[config.mk]
export PLATFORM = sky130hd
export DESIGN_NAME = fifo_burst_drain
export DESIGN_NICKNAME = d
export VERILOG_FILES = /design/src/rtl/fifo_burst_drain.sv
export SDC_FILE = /design/constraint.sdc
export NUM_CORES = 1
export LEC_CHECK = 0
export BUFFER_PORTS_ARGS = -buffer_cell sky130_fd_sc_hd__buf_2
export CAP_MARGIN = 10
export CORE_ASPECT_RATIO = 1.75
export CORE_UTILIZATION = 55
export CTS_BUF_LIST = sky130_fd_sc_hd__clkbuf_4
export CTS_CLUSTER_DIAMETER = 80
export DETAILED_ROUTE_END_ITERATION = 8
export MAX_ROUTING_LAYER = met4
export PLACE_DENSITY = 0.88
export SYNTH_ARGS = -nofsm -noshare
export SYNTH_HDL_FRONTEND = slang
export SYNTH_SLANG_ARGS = --single-unit
[constraint.sdc]
create_clock -name clk -period 3.45 [get_ports clk]
set_input_delay 0.69 -clock clk [delete_from_list [all_inputs] [get_ports clk]]
set_output_delay 0.69 -clock clk [all_outputs]
set_load 0.01 [all_outputs]
[src/rtl/fifo_burst_drain.sv]
// Read-side drain controller for a FIFO. It bursts on almost_full/full or after an idle timeout,
// and presents the words on a valid/ready port through a 2-entry skid buffer.
module fifo_burst_drain #(
    parameter int DATA_WIDTH = 8,
    parameter int TO_WIDTH   = 4,
    parameter int TIMEOUT    = 15
) (
    input  logic                  clk,
    input  logic                  Reset,
    input  logic                  Enable,
    input  logic [DATA_WIDTH-1:0] FIFO_data_out,
    input  logic                  FIFO_empty,
    input  logic                  FIFO_full,
    input  logic                  FIFO_almost_full,
    output logic                  read_enable,
    output logic [DATA_WIDTH-1:0] rx_data,
    output logic                  rx_valid,
    input  logic                  rx_ready,
    output logic                  burst_active,
    output logic [15:0]           words_sent
);

    typedef enum logic {
        ST_IDLE  = 1'b0,
        ST_BURST = 1'b1
    } state_t;

    state_t                state_q, state_d;
    logic [TO_WIDTH-1:0]   idle_cnt_q, idle_cnt_d;
    logic                  inflight_q;
    logic [DATA_WIDTH-1:0] buf_q [2];
    logic [DATA_WIDTH-1:0] buf_d [2];
    logic [1:0]            buf_cnt_q, buf_cnt_d;
    logic [15:0]           words_sent_q, words_sent_d;
    logic                  burst_active_q;
    logic                  pop;
    logic [2:0]            occ_after_pop;
    logic                  tail_idx;

    assign rx_valid      = (buf_cnt_q != 2'd0) & Enable;
    assign pop           = rx_valid & rx_ready;
    // Occupancy the buffer will have once the pending capture lands; pop implies buf_cnt_q >= 1.
    assign occ_after_pop = {1'b0, buf_cnt_q} + {2'b00, inflight_q} - {2'b00, pop};
    assign read_enable   = Reset & Enable & (state_q == ST_BURST) & ~FIFO_empty
                           & (occ_after_pop < 3'd2);

    assign rx_data      = buf_q[0];
    assign burst_active = burst_active_q;
    assign words_sent   = words_sent_q;

    always_comb begin
        buf_d[0]  = buf_q[0];
        buf_d[1]  = buf_q[1];
        tail_idx  = (buf_cnt_q - {1'b0, pop}) != 2'd0;
        buf_cnt_d = buf_cnt_q + {1'b0, inflight_q} - {1'b0, pop};
        if (pop) begin
            buf_d[0] = buf_q[1];
        end
        // Capture is deliberately independent of Enable so an issued read is never dropped.
        if (inflight_q) begin
            buf_d[tail_idx] = FIFO_data_out;
        end
    end

    always_comb begin
        state_d      = state_q;
        idle_cnt_d   = idle_cnt_q;
        words_sent_d = words_sent_q + {15'd0, pop};
        if (Enable) begin
            case (state_q)
                ST_IDLE: begin
                    idle_cnt_d = FIFO_empty ? '0 : idle_cnt_q + 1'b1;
                    if (FIFO_almost_full | FIFO_full
                        | (~FIFO_empty & (idle_cnt_q == TO_WIDTH'(TIMEOUT)))) begin
                        state_d    = ST_BURST;
                        idle_cnt_d = '0;
                    end
                end
                ST_BURST: begin
                    if (FIFO_empty & ~read_enable) begin
                        state_d    = ST_IDLE;
                        idle_cnt_d = '0;
                    end
                end
                default: begin
                    state_d    = ST_IDLE;
                    idle_cnt_d = '0;
                end
            endcase
        end
    end

    always_ff @(posedge clk) begin
        if (!Reset) begin
            state_q        <= ST_IDLE;
            idle_cnt_q     <= '0;
            inflight_q     <= 1'b0;
            buf_cnt_q      <= 2'd0;
            words_sent_q   <= 16'd0;
            burst_active_q <= 1'b0;
        end else begin
            state_q        <= state_d;
            idle_cnt_q     <= idle_cnt_d;
            inflight_q     <= read_enable;
            buf_cnt_q      <= buf_cnt_d;
            words_sent_q   <= words_sent_d;
            burst_active_q <= (state_d == ST_BURST);
        end
    end

    for (genvar gi = 0; gi < 2; gi++) begin : g_buf
        always_ff @(posedge clk) begin
            if (!Reset) begin
                buf_q[gi] <= '0;
            end else begin
                buf_q[gi] <= buf_d[gi];
            end
        end
    end

endmodule

==> impl_results.md, run 1 <==
* Post-route minimum period at 3240 ps
* Cts repair resizes at 0
* Total GRT Usage at 24.1%
* # DRC at 0
* Clk sinks at 40
* Syn Std Cell Area at 1750 sq um
* Cells after synthesis at 187
* Row Count at 26
* Yosys synthesis warning count at 0
* Final Hold Vio Count at 0
* Initial antenna violation count at 0
* Share of layout cells above drive strength 1 at 23.2%
* Largest net degree at the start of global routing at 24
* Hold slack at 483 ps
* Total length of routed wires at 3.44 mm
* Nets at 254
* Dpl hpwl at 2.51 mm
* Crit. End Element: output pin
* R2R setup slack at 1300 ps
* Drt pass-1 iters at 5
* Yosys cell types at 32
* Hold-fix buffer count after cts at 0
* Hold-critical path depth at 2
* Status: complete, no violations
* Mux contribution to synthesized area at 10.3%
* Grt ovf at 0
* Unrepaired setup endpoints after global routing: no
* CTS tree: done
* Max-slew headroom at 63.2%
* R2R Path End: buf_q[0][3]$_SDFF_PN0_
* H-tree depth at 2
* Worst reg2reg path startpoint: buf_cnt_q[1]$_SDFF_PN0_
* Critical path class: input port to output pin
* Syn_area_per_cell at 9.33 sq um
* Ant. Diodes at 0
* HP Class: flop to flop
* Largest family of logic cells by synthesized area: simple AND/OR/NAND/NOR gates
* Pwr dens at 403 nW/um^2
* Core Area at 2960 sq um
* Final WS setup at 209 ps
* Initial DRC Count at 35
* Worst Path Max Fanout at 5
* Fill count at 227
* Flops & latches, synth at 40
* Utilization after layout at 70.1%
* Clock latency on the worst-skew pair at 360 ps
* Die area at 3410 sq um
* Total Neg Setup Slack at 0 ps
* Vias in the first global route at 1445
* Post-Place Worst Slack at 180 ps
* Initial Util at 59.0%
* Compound-gate portion of the synthesized area at 8.67%
* Hold Crit Endpoint: words_sent[15]$_SDFF_PN0_
* Part of the cycle the worst path needs at 93.9%
* Final setup viols at 0
* CP Data Required Time at 2760 ps
* Vias at 1466
* I/O pin cnt at 42
* Layout Area Growth over Synthesis at 18.9%
* Syn nets at 209
* DR WL/cell at 12.5 microns
* Die Ht at 76.5 microns
* Clock Tree Root: clkbuf_4
* Post-CTS setup repair buffer count at 0
* Cts bufs inserted at 5
* Max frequency at 0.309 GHz
* Area fraction in and, or, nand and nor cells after synthesis at 20.9%
* Overall Power at 0.837 mW
* Global-route wire length before repair at 5.93 mm
* Longest Clk Path Bufs at 2
* Max-Cap Viols at 0
* Routability cong. at 0.733
* R2r worst-path depth at 9
* Final Max Tran Viols at 0
* Post-Synth XOR/XNOR Area at 6.02%
* Sequential fraction of the synthesis area at 45.9%
* Worst-path clk slew at 120 ps
* CP Data Arrival Time at 2550 ps
* Worst Max-Slew Pin Slew at 553 ps
* Setup Skew at 9.14 ps
* Worst hold path startpoint: words_sent[15]$_SDFF_PN0_
* VDD IR max at 0.295 mV
* DR vias/cell at 5.33
* Die W at 44.6 microns
* Post-route ant nets at 0
* Port Buf Inserts at 41
* P_leak at 0.983 nW
* Crit path launch type: input port
* Synth Area in Adders at 5.45%
-- cells in the final DEF, fill, tap and decap left out, types with 6 or more instances in the layout --
cell type,Yosys,routed
dfxtp_1,40,40
inv_1,8,8
xnor2_1,9,9
nor2_1,20,20
buf_2,0,41
nand2_1,10,10
nand3_1,8,8
a21oi_1,11,11
clkbuf_4,0,6
mux2i_1,18,18
o21ai_0,11,11
ha_1,6,6
-- synthesized netlist by cell type --
cell type / number / area share, %
or3_1: 2 / 0.72
xnor2_1: 9 / 4.5
nor2_1: 20 / 4.3
ha_1: 6 / 4.3
dfxtp_1: 40 / 46
and2_1: 5 / 1.8
o21a_1: 1 / 0.43
clkbuf_1: 4 / 0.86
o221a_2: 1 / 0.65
nand2b_1: 1 / 0.36
or2b_1: 1 / 0.43
fa_1: 1 / 1.1
o21ai_2: 1 / 0.50
xor2_1: 3 / 1.5
nand3b_1: 1 / 0.43
nand4_1: 2 / 0.72
or4_1: 2 / 0.86
or3b_2: 1 / 0.50
nand2_1: 10 / 2.2
nand3_1: 8 / 2.3
nor3_1: 5 / 1.4
o21ai_0: 11 / 3.2
a31oi_1: 1 / 0.36
nor4_1: 5 / 1.8
clkinv_1: 1 / 0.21
a22oi_1: 1 / 0.43
mux2i_1: 18 / 10
a21oi_1: 11 / 3.2
inv_1: 8 / 1.7
nor4_2: 1 / 0.72
and4b_1: 1 / 0.57
nor2b_1: 5 / 1.8
-- per-stage QoR --
step           area [sq um]  std cells
2_1_floorplan          1750        187
3_3_place_gp           2000        267
3_5_place_dp           2000        267
4_1_cts                2080        275
5_1_grt                2080        275
6_report               2080        275
-- how the worst max path moves through the flow --
| stage | start | endpoint | slack (ps) | cells past startpoint |
|---|---|---|---|---|
| after floorplan | Enable | read_enable | 60 | 9 |
| after global placement | Enable | read_enable | 230 | 11 |
| after detailed placement | Enable | read_enable | 180 | 11 |
| after CTS | Enable | read_enable | 180 | 11 |
| after global routing | Enable | read_enable | 100 | 11 |
| final | Enable | read_enable | 210 | 11 |
-- final cells by class --
| type | count | area [sq um] | area share [%] |
|---|---|---|---|
| clock inverters | 2 | 35.0 | 1.69 |
| inverters | 9 | 33.8 | 1.63 |
| multi-input cells | 134 | 896 | 43.2 |
| flip-flops and latches | 40 | 801 | 38.6 |
| clock buffers | 6 | 45.0 | 2.17 |
| repair buffers | 42 | 213 | 10.2 |
| well taps | 42 | 52.6 | 2.53 |
-- power breakdown --
| part | switching, mW | internal [mW] | leakage [nW] | total [mW] |
|---|---|---|---|---|
| registers | 0.00405 | 0.468 | 0.323 | 0.472 |
| clock network | 0.153 | 0.160 | 0.0456 | 0.313 |
| logic | 0.0296 | 0.0228 | 0.614 | 0.0524 |
| total | 0.186 | 0.650 | 0.983 | 0.837 |
-- cell families (layout without fill, tap and decap cells) --
group	after synthesis	count (layout)
xor gates and xnor gates	12	12
muxes	18	18
buffers and inverters	13	59
and+or+nand+nor	70	70
DFF	40	40
adders and majority gates	7	7
AOI/OAI and AO/OA	27	27
-- critical path, cell delays in order --
cell and delay (ps):
buf_2 120, o21a_1 110, nand2_1 80, inv_1 60, ha_1 280, inv_1 60, ha_1 190, fa_1 380
xnor2_1 160, nor4_1 240, buf_2 180
-- per-layer routing --
layer,vias up,GRT usage [%],wire length (microns)
li1,740,-,-
met2,33,42.2,1880
met1,685,22.1,1310
met3,8,6.16,141
met4,0,13.9,102
met5,-,-,0
(Power assumes the default switching activity.)
==> run 2, diff against run 1 <==
--- a/config.mk
+++ b/config.mk
@@ -5,15 +5,17 @@
 export SDC_FILE = /design/constraint.sdc
 export NUM_CORES = 1
 export LEC_CHECK = 0
+export ABC_AREA = 1
+export ABC_CLOCK_PERIOD_IN_PS = 3800
 export BUFFER_PORTS_ARGS = -buffer_cell sky130_fd_sc_hd__buf_2
 export CAP_MARGIN = 10
 export CORE_ASPECT_RATIO = 1.75
-export CORE_UTILIZATION = 55
+export CORE_UTILIZATION = 60
 export CTS_BUF_LIST = sky130_fd_sc_hd__clkbuf_4
 export CTS_CLUSTER_DIAMETER = 80
 export DETAILED_ROUTE_END_ITERATION = 8
 export MAX_ROUTING_LAYER = met4
-export PLACE_DENSITY = 0.88
+export PLACE_DENSITY = 0.93
 export SYNTH_ARGS = -nofsm -noshare
 export SYNTH_HDL_FRONTEND = slang
 export SYNTH_SLANG_ARGS = --single-unit
==> constraint.sdc (replaced) <==
create_clock -name clk -period 3.8 [get_ports clk]
set_input_delay 0.76 -clock clk [delete_from_list [all_inputs] [get_ports clk]]
set_output_delay 0.76 -clock clk [all_outputs]
set_load 0.01 [all_outputs]
==> run 2 against run 1 <==
Compared with the run above: total power is 16% lower; first-iteration DRC count rose by 31%; wire length rose by 16%; cell count rose by 31%; cell area grew 6.4%; worst hold slack better by 3.4 ps; setup slack gained 200 ps; sequential share of layout area down 2.3 points; critical path type unchanged; largest cell class unchanged.
==> impl_results.md, run 2 <==
* Final setup viols at 0 (unchanged)
* Hold-fix buffer count after cts at 0 (unchanged)
* Total Neg Setup Slack at 0 ps (unchanged)
* Share of the synthesized area in the top cell type at 41.5% (was 45.9%)
* Non-filler cells, final at 361 (was 275)
* Post-route ant nets at 0 (unchanged)
* DR vias/cell at 5.15 (was 5.33)
* Total GRT Usage at 26.9% (was 24.1%)
* R2R Path End: buf_q[0][6]$_SDFF_PN0_ (was buf_q[0][3]$_SDFF_PN0_)
* Hold slack at 487 ps (was 483 ps)
* Hold-critical path depth at 2 (unchanged)
* Most frequent cells after synthesis: nand2_1 (58), inv_1 (51), dfxtp_1 (40), a21oi_1 (28), nand3_1 (26) (was dfxtp_1 (40), nor2_1 (20), mux2i_1 (18), a21oi_1 (11), o21ai_0 (11))
* # DRC at 0 (unchanged)
* Overall Power at 0.704 mW (was 0.837 mW)
* Largest net degree at the start of global routing at 28 (was 24)
* Unrepaired setup endpoints after global routing: no (unchanged)
* Global-route wire length before repair at 6.76 mm (was 5.93 mm)
* Max-Cap Viols at 0 (unchanged)
* Initial Util at 64.5% (was 59.0%)
* Clock latency on the worst-skew pair at 360 ps (about the same)
* Cells after synthesis at 276 (was 187)
* Cell count after placement at 354 (was 267)
* Dpl hpwl at 2.98 mm (was 2.51 mm)
* Post-DP Area at 2160 sq um (was 2000 sq um)
* Post-CTS setup repair buffer count at 0 (unchanged)
* Total length of routed wires at 3.99 mm (was 3.44 mm)
* Worst hold path startpoint: idle_cnt_q[3]$_SDFFE_PN0P_ (was words_sent[15]$_SDFF_PN0_)
* Design area at 2210 sq um (was 2080 sq um)
* Most frequent cell after synthesis: nand2_1 (was dfxtp_1)
* Sequential fraction of the synthesis area at 41.5% (was 45.9%)
* Clk sinks at 40 (unchanged)
* Die Ht at 77.0 microns (was 76.5 microns)
* Critical path class: input port to output pin (unchanged)
* Worst Path Max Fanout at 9 (was 5)
* Register Area at 801 sq um (unchanged)
* Final Hold Vio Count at 0 (unchanged)
* Area leader, netlist: dfxtp_1 (unchanged)
* Vias in the first global route at 1647 (was 1445)
* Status: complete, no violations (unchanged)
* Row Count at 26 (unchanged)
* EDFF count, synth at 0 (unchanged)
* Vias at 1860 (was 1466)
* Syn Std Cell Area at 1930 sq um (was 1750 sq um)
* Nets at 341 (was 254)
* Grt ovf at 0 (unchanged)
* R2R setup slack at 1560 ps (was 1300 ps)
* Worst Max-Slew Pin Slew at 529 ps (was 553 ps)
* Final Max Tran Viols at 0 (unchanged)
* Crit. End Element: output pin (unchanged)
* Syn nets at 298 (was 209)
* CP Data Arrival Time at 2630 ps (was 2550 ps)
* Worst-path clk slew at 110 ps (was 120 ps)
* Ant. Diodes at 0 (unchanged)
* Initial DRC Count at 46 (was 35)
* FFs w/ async S/R, synth at 0% (unchanged)
* Longest Clk Path Bufs at 2 (unchanged)
* Layout Area Growth over Synthesis at 14.5% (was 18.9%)
* Met2 wire length at 2.19 mm (was 1.88 mm)
* Drt pass-1 iters at 5 (unchanged)
* Most common cell after layout, fill and taps aside: nand2_1 (was buf_2)
* Crit path launch type: input port (unchanged)
* Hold Crit Endpoint: idle_cnt_q[3]$_SDFFE_PN0P_ (was words_sent[15]$_SDFF_PN0_)
* Yosys synthesis warning count at 0 (unchanged)
* Cts bufs inserted at 5 (unchanged)
* Core Area at 2990 sq um (was 2960 sq um)
* Max frequency at 0.295 GHz
* Flops & latches, synth at 40 (unchanged)
* Met3 wire length at 129 microns (was 141 microns)
* Initial antenna violation count at 0 (unchanged)
* Utilization after layout at 73.8% (was 70.1%)
* Most frequent cells in the layout: nand2_1 (58), inv_1 (51), buf_2 (41), dfxtp_1 (40), a21oi_1 (28) (was buf_2 (41), dfxtp_1 (40), nor2_1 (20), mux2i_1 (18))
* Syn_area_per_cell at 6.99 sq um (was 9.33 sq um)
* Synth area leaders: dfxtp_1 (41%), nand2_1 (11%), inv_1 (9.9%) (was dfxtp_1 (46%), mux2i_1 (10%), xnor2_1 (4.5%))
* Share of layout cells above drive strength 1 at 17.9% (was 23.2%)
* Setup Skew at 6.82 ps (was 9.14 ps)
* Top sig layer: met4 (unchanged)
* H-tree depth at 2 (unchanged)
* Die W at 44.9 microns (was 44.6 microns)
* R2r worst-path depth at 13 (was 9)
* Die area at 3460 sq um (was 3410 sq um)
* Main flop type after synthesis: dfxtp_1 (unchanged)
* HP Class: flop to flop (unchanged)
* Port Buf Inserts at 41 (unchanged)
* CP Data Required Time at 3040 ps (was 2760 ps)
* Cts repair resizes at 0 (unchanged)
* Routability cong. at 0.853 (was 0.733)
* Post-route minimum period at 3390 ps
* P_leak at 1.18 nW (was 0.983 nW)
* Part of the cycle the worst path needs at 89.1%
* Worst reg2reg path startpoint: buf_cnt_q[1]$_SDFF_PN0_ (unchanged)
* VDD IR max at 0.285 mV (was 0.295 mV)
* CTS tree: done (unchanged)
* I/O pin cnt at 42 (unchanged)
* Footprint of the multi-input gates at 895 sq um (was 896 sq um)
* DR WL/cell at 11.1 microns (was 12.5 microns)
* Final WS setup at 414 ps (was 209 ps)
* Yosys cell types at 28 (was 32)
* Fill count at 251 (was 227)
* Max-slew headroom at 64.7% (was 63.2%)
* Clock Tree Root: clkbuf_4 (unchanged)
* Post-Place Worst Slack at 410 ps (was 180 ps)
* Met1 Wirelength at 1.57 mm (was 1.31 mm)
* Pwr dens at 319 nW/um^2 (was 403 nW/um^2)
-- run 2: changes by cell type after synthesis, moves of 4 or more --
cell | before | now
a21oi_1 | 11 | 28
and2_1 | 5 | 0
inv_1 | 8 | 51
mux2i_1 | 18 | 0
nand2_1 | 10 | 58
nand3_1 | 8 | 26
nor2b_1 | 5 | 0
nor3_1 | 5 | 1
o21ai_1 | 0 | 5
xnor2_1 | 9 | 2
-- run 2: how the worst max path moves through the flow --
stage / endpoint / slack (ps) / startpoint
2_1_floorplan: read_enable / 430 / Enable
3_3_place_gp: read_enable / 430 / Enable
3_5_place_dp: read_enable / 410 / Enable
4_1_cts: read_enable / 400 / Enable
5_1_grt: read_enable / 240 / Enable
6_report: read_enable / 410 / Enable
-- run 2: layout make-up --
class / instances / area share [%]
multi-input cells: 177 / 40.5
flip-flops and latches: 40 / 36.2
repair buffers: 42 / 9.63
inverters: 53 / 9.00
well taps: 42 / 2.38
clock buffers: 6 / 2.04
clock inverters: 1 / 0.227
-- run 2: kinds of logic after synthesis --
family / after synthesis / synth area share (%)
DFF: 40 / 41.5
AOI/OAI and AO/OA: 50 / 13.9
and+or+nand+nor: 118 / 26.6
buffers and inverters: 59 / 12.2
adders and majority gates: 7 / 4.93
xor gates and xnor gates: 2 / 0.907
-- run 2: routing by layer --
layer | up-vias | global-route usage (%)
met4 | 0 | 12.7
met2 | 53 | 46.8
li1 | 955 | -
met5 | - | -
met1 | 842 | 27.0
met3 | 10 | 5.88
-- run 2: report_power, final --
part | internal (mW) | switching [mW] | total, mW
logic | 0.0230 | 0.0390 | 0.0620
clock network | 0.0753 | 0.137 | 0.212
registers | 0.425 | 0.00485 | 0.430
-- run 2: worst max-delay path, stage by stage --
cell	delay, ps
buf_2	120
inv_1	110
a21oi_4	50
nand2_4	110
inv_1	70
ha_1	280
inv_2	40
ha_1	180
fa_1	470
nor4_1	260
buf_2	170
==> run 3, diff against run 2 <==
--- a/config.mk
+++ b/config.mk
@@ -16,6 +16,7 @@
 export DETAILED_ROUTE_END_ITERATION = 8
 export MAX_ROUTING_LAYER = met4
 export PLACE_DENSITY = 0.93
+export RECOVER_POWER = 25
 export SYNTH_ARGS = -nofsm -noshare
 export SYNTH_HDL_FRONTEND = slang
 export SYNTH_SLANG_ARGS = --single-unit
==> run 3 against run 2 <==
Compared with the run above: cell count stayed put; cell area is 0.57% lower; sequential cell count stayed put; clock-buffer cell count stayed put; first-iteration DRC count is 20% higher; clock skew is 0.76 ps lower; sequential share of layout area is 0.21 points higher; non-clock buffer count stayed put; via count is 0.54% lower.
==> impl_results.md, run 3 (synthesis gave the netlist of run 2 again) <==
* Grt ovf at 0 (unchanged)
* Worst Path Max Fanout at 9 (unchanged)
* VDD IR max at 0.284 mV (was 0.285 mV)
* CTS tree: done (unchanged)
* Max frequency at 0.295 GHz (about the same)
* Sw frac at 25.5% (was 25.6%)
* Sequential fraction of design power at 61.3% (was 61.1%)
* Die W at 44.9 microns (unchanged)
* Hold slack at 485 ps (was 487 ps)
* Critical path class: input port to output pin (unchanged)
* Initial DRC Count at 55 (was 46)
* H-tree depth at 2 (unchanged)
* Clock Tree Root: clkbuf_4 (unchanged)
* Total Neg Setup Slack at 0 ps (unchanged)
* Hold-fix buffer count after cts at 0 (unchanged)
* Port Buf Inserts at 41 (unchanged)
* Max-slew headroom at 64.3% (was 64.7%)
* Post-DP Area at 2160 sq um (unchanged)
* CP Data Required Time at 3040 ps (about the same)
* Most frequent cells in the layout: nand2_1 (58), inv_1 (51), dfxtp_1 (40), buf_2 (31), a21oi_1 (28) (was nand2_1 (58), inv_1 (51), buf_2 (41), dfxtp_1 (40), a21oi_1 (28))
* Post-route ant nets at 0 (unchanged)
* Nets at 341 (unchanged)
* Most common cell after layout, fill and taps aside: nand2_1 (unchanged)
* Longest Clk Path Bufs at 2 (unchanged)
* Die Ht at 77.0 microns (unchanged)
* Clk sinks at 40 (unchanged)
* Post-route minimum period at 3380 ps (was 3390 ps)
* Final Max Tran Viols at 0 (unchanged)
* Utilization after layout at 73.4% (was 73.8%)
* Clk pwr share at 30.0% (was 30.1%)
* Fill count at 259 (was 251)
* Final Hold Vio Count at 0 (unchanged)
* Die area at 3460 sq um (unchanged)
* Clock latency on the worst-skew pair at 350 ps (was 360 ps)
* Worst Max-Slew Pin Slew at 535 ps (was 529 ps)
* Part of the cycle the worst path needs at 89.1% (about the same)
* Share of layout cells above drive strength 1 at 14.7% (was 17.9%)
* Global-route wire length before repair at 6.76 mm (unchanged)
* Row Count at 26 (unchanged)
* Drt pass-1 iters at 4 (was 5)
* Initial Util at 64.5% (unchanged)
* Pwr dens at 319 nW/um^2 (about the same)
* Unrepaired setup endpoints after global routing: no (unchanged)
* Cts bufs inserted at 5 (unchanged)
* Design area at 2200 sq um (was 2210 sq um)
* Total length of routed wires at 3.97 mm (was 3.99 mm)
* Post-CTS setup repair buffer count at 0 (unchanged)
* CP Data Arrival Time at 2620 ps (was 2630 ps)
* Core Area at 2990 sq um (unchanged)
* DR vias/cell at 5.12 (was 5.15)
* Worst-path clk slew at 110 ps (about the same)
* Final setup viols at 0 (unchanged)
* P_leak at 1.13 nW (was 1.18 nW)
* Routability cong. at 0.853 (unchanged)
* Crit. End Element: output pin (unchanged)
* Initial antenna violation count at 0 (unchanged)
* Setup Skew at 6.06 ps (was 6.82 ps)
* Dpl hpwl at 2.98 mm (unchanged)
* Comb power frac at 8.7% (was 8.8%)
* Vias at 1850 (was 1860)
* Largest net degree at the start of global routing at 28 (unchanged)
* Cts repair resizes at 0 (unchanged)
* Layout Area Growth over Synthesis at 13.8% (was 14.5%)
* DR WL/cell at 11.0 microns (was 11.1 microns)
* Vias in the first global route at 1647 (unchanged)
* I/O pin cnt at 42 (unchanged)
* Crit path launch type: input port (unchanged)
* HP Class: flop to flop (unchanged)
* Status: complete, no violations (unchanged)
* # DRC at 0 (unchanged)
* Sw power at 0.179 mW (was 0.180 mW)
* Ant. Diodes at 0 (unchanged)
* P_int at 0.522 mW (was 0.523 mW)
* Max-Cap Viols at 0 (unchanged)
* Total GRT Usage at 26.9% (unchanged)
[run 3: cell count changes in the layout (fill, tap and decap cells not counted)]
cell      before  now
buf_2         41   31
a21boi_1       1    0
clkbuf_1       0   10
a21boi_0       0    1
[run 3: area by class of cell]
class                           count  area, sq um  share of cell area [%]
Multi-Input combinational cell    177          895                    40.7
Sequential cell                    40          801                    36.4
Inverter                           53          199                    9.05
Clock buffer                        6         45.0                    2.05
Timing Repair Buffer               42          200                    9.11
Tap cell                           42         52.6                    2.39
Clock inverter                      1         5.00                   0.228
[run 3: worst paths after layout]
check        slack (ps)                          to  cells past startpoint                  startpoint
max reg2reg        1570      buf_q[0][5]$_SDFF_PN0_                     13     buf_cnt_q[1]$_SDFF_PN0_
max                 420                 read_enable                     11                      Enable
min                 490  idle_cnt_q[3]$_SDFFE_PN0P_                      2  idle_cnt_q[3]$_SDFFE_PN0P_
min reg2reg         490  idle_cnt_q[3]$_SDFFE_PN0P_                      2  idle_cnt_q[3]$_SDFFE_PN0P_
[run 3: per-stage QoR]
stage | cells | worst slack (ps) | power (mW)
detailed placement | 354 | 410 | 0.501
CTS | 361 | 401 | 0.708
global placement | 354 | 430 | 0.499
finish | 361 | 416 | 0.702
global route | 361 | 242 | 0.730
floorplan | 276 | 431 | 0.481
[run 3: power by group through the flow]
stage / Sequential, mW / Clock, mW / Combinational [mW]
finish: 0.430 / 0.211 / 0.0608
floorplan: 0.440 / 0 / 0.0409
global route: 0.431 / 0.231 / 0.0682
detailed placement: 0.439 / 0 / 0.0614
CTS: 0.430 / 0.216 / 0.0618
global placement: 0.439 / 0 / 0.0596
[run 3: critical path, cell delays in order]
cell and delay (ps):
buf_2 120, inv_1 110, a21oi_4 50, nand2_4 100
inv_1 70, ha_1 280, inv_2 40, ha_1 180
fa_1 470, nor4_1 260, buf_2 170
[run 3: metal layers]
| layer | up-vias | wire [microns] | GRT usage [%] |
|---|---|---|---|
| li1 | 955 | - | - |
| met1 | 832 | 1540 | 27.0 |
| met2 | 51 | 2160 | 46.8 |
| met3 | 12 | 145 | 5.88 |
| met4 | 0 | 121 | 12.7 |
| met5 | - | 0 | - |
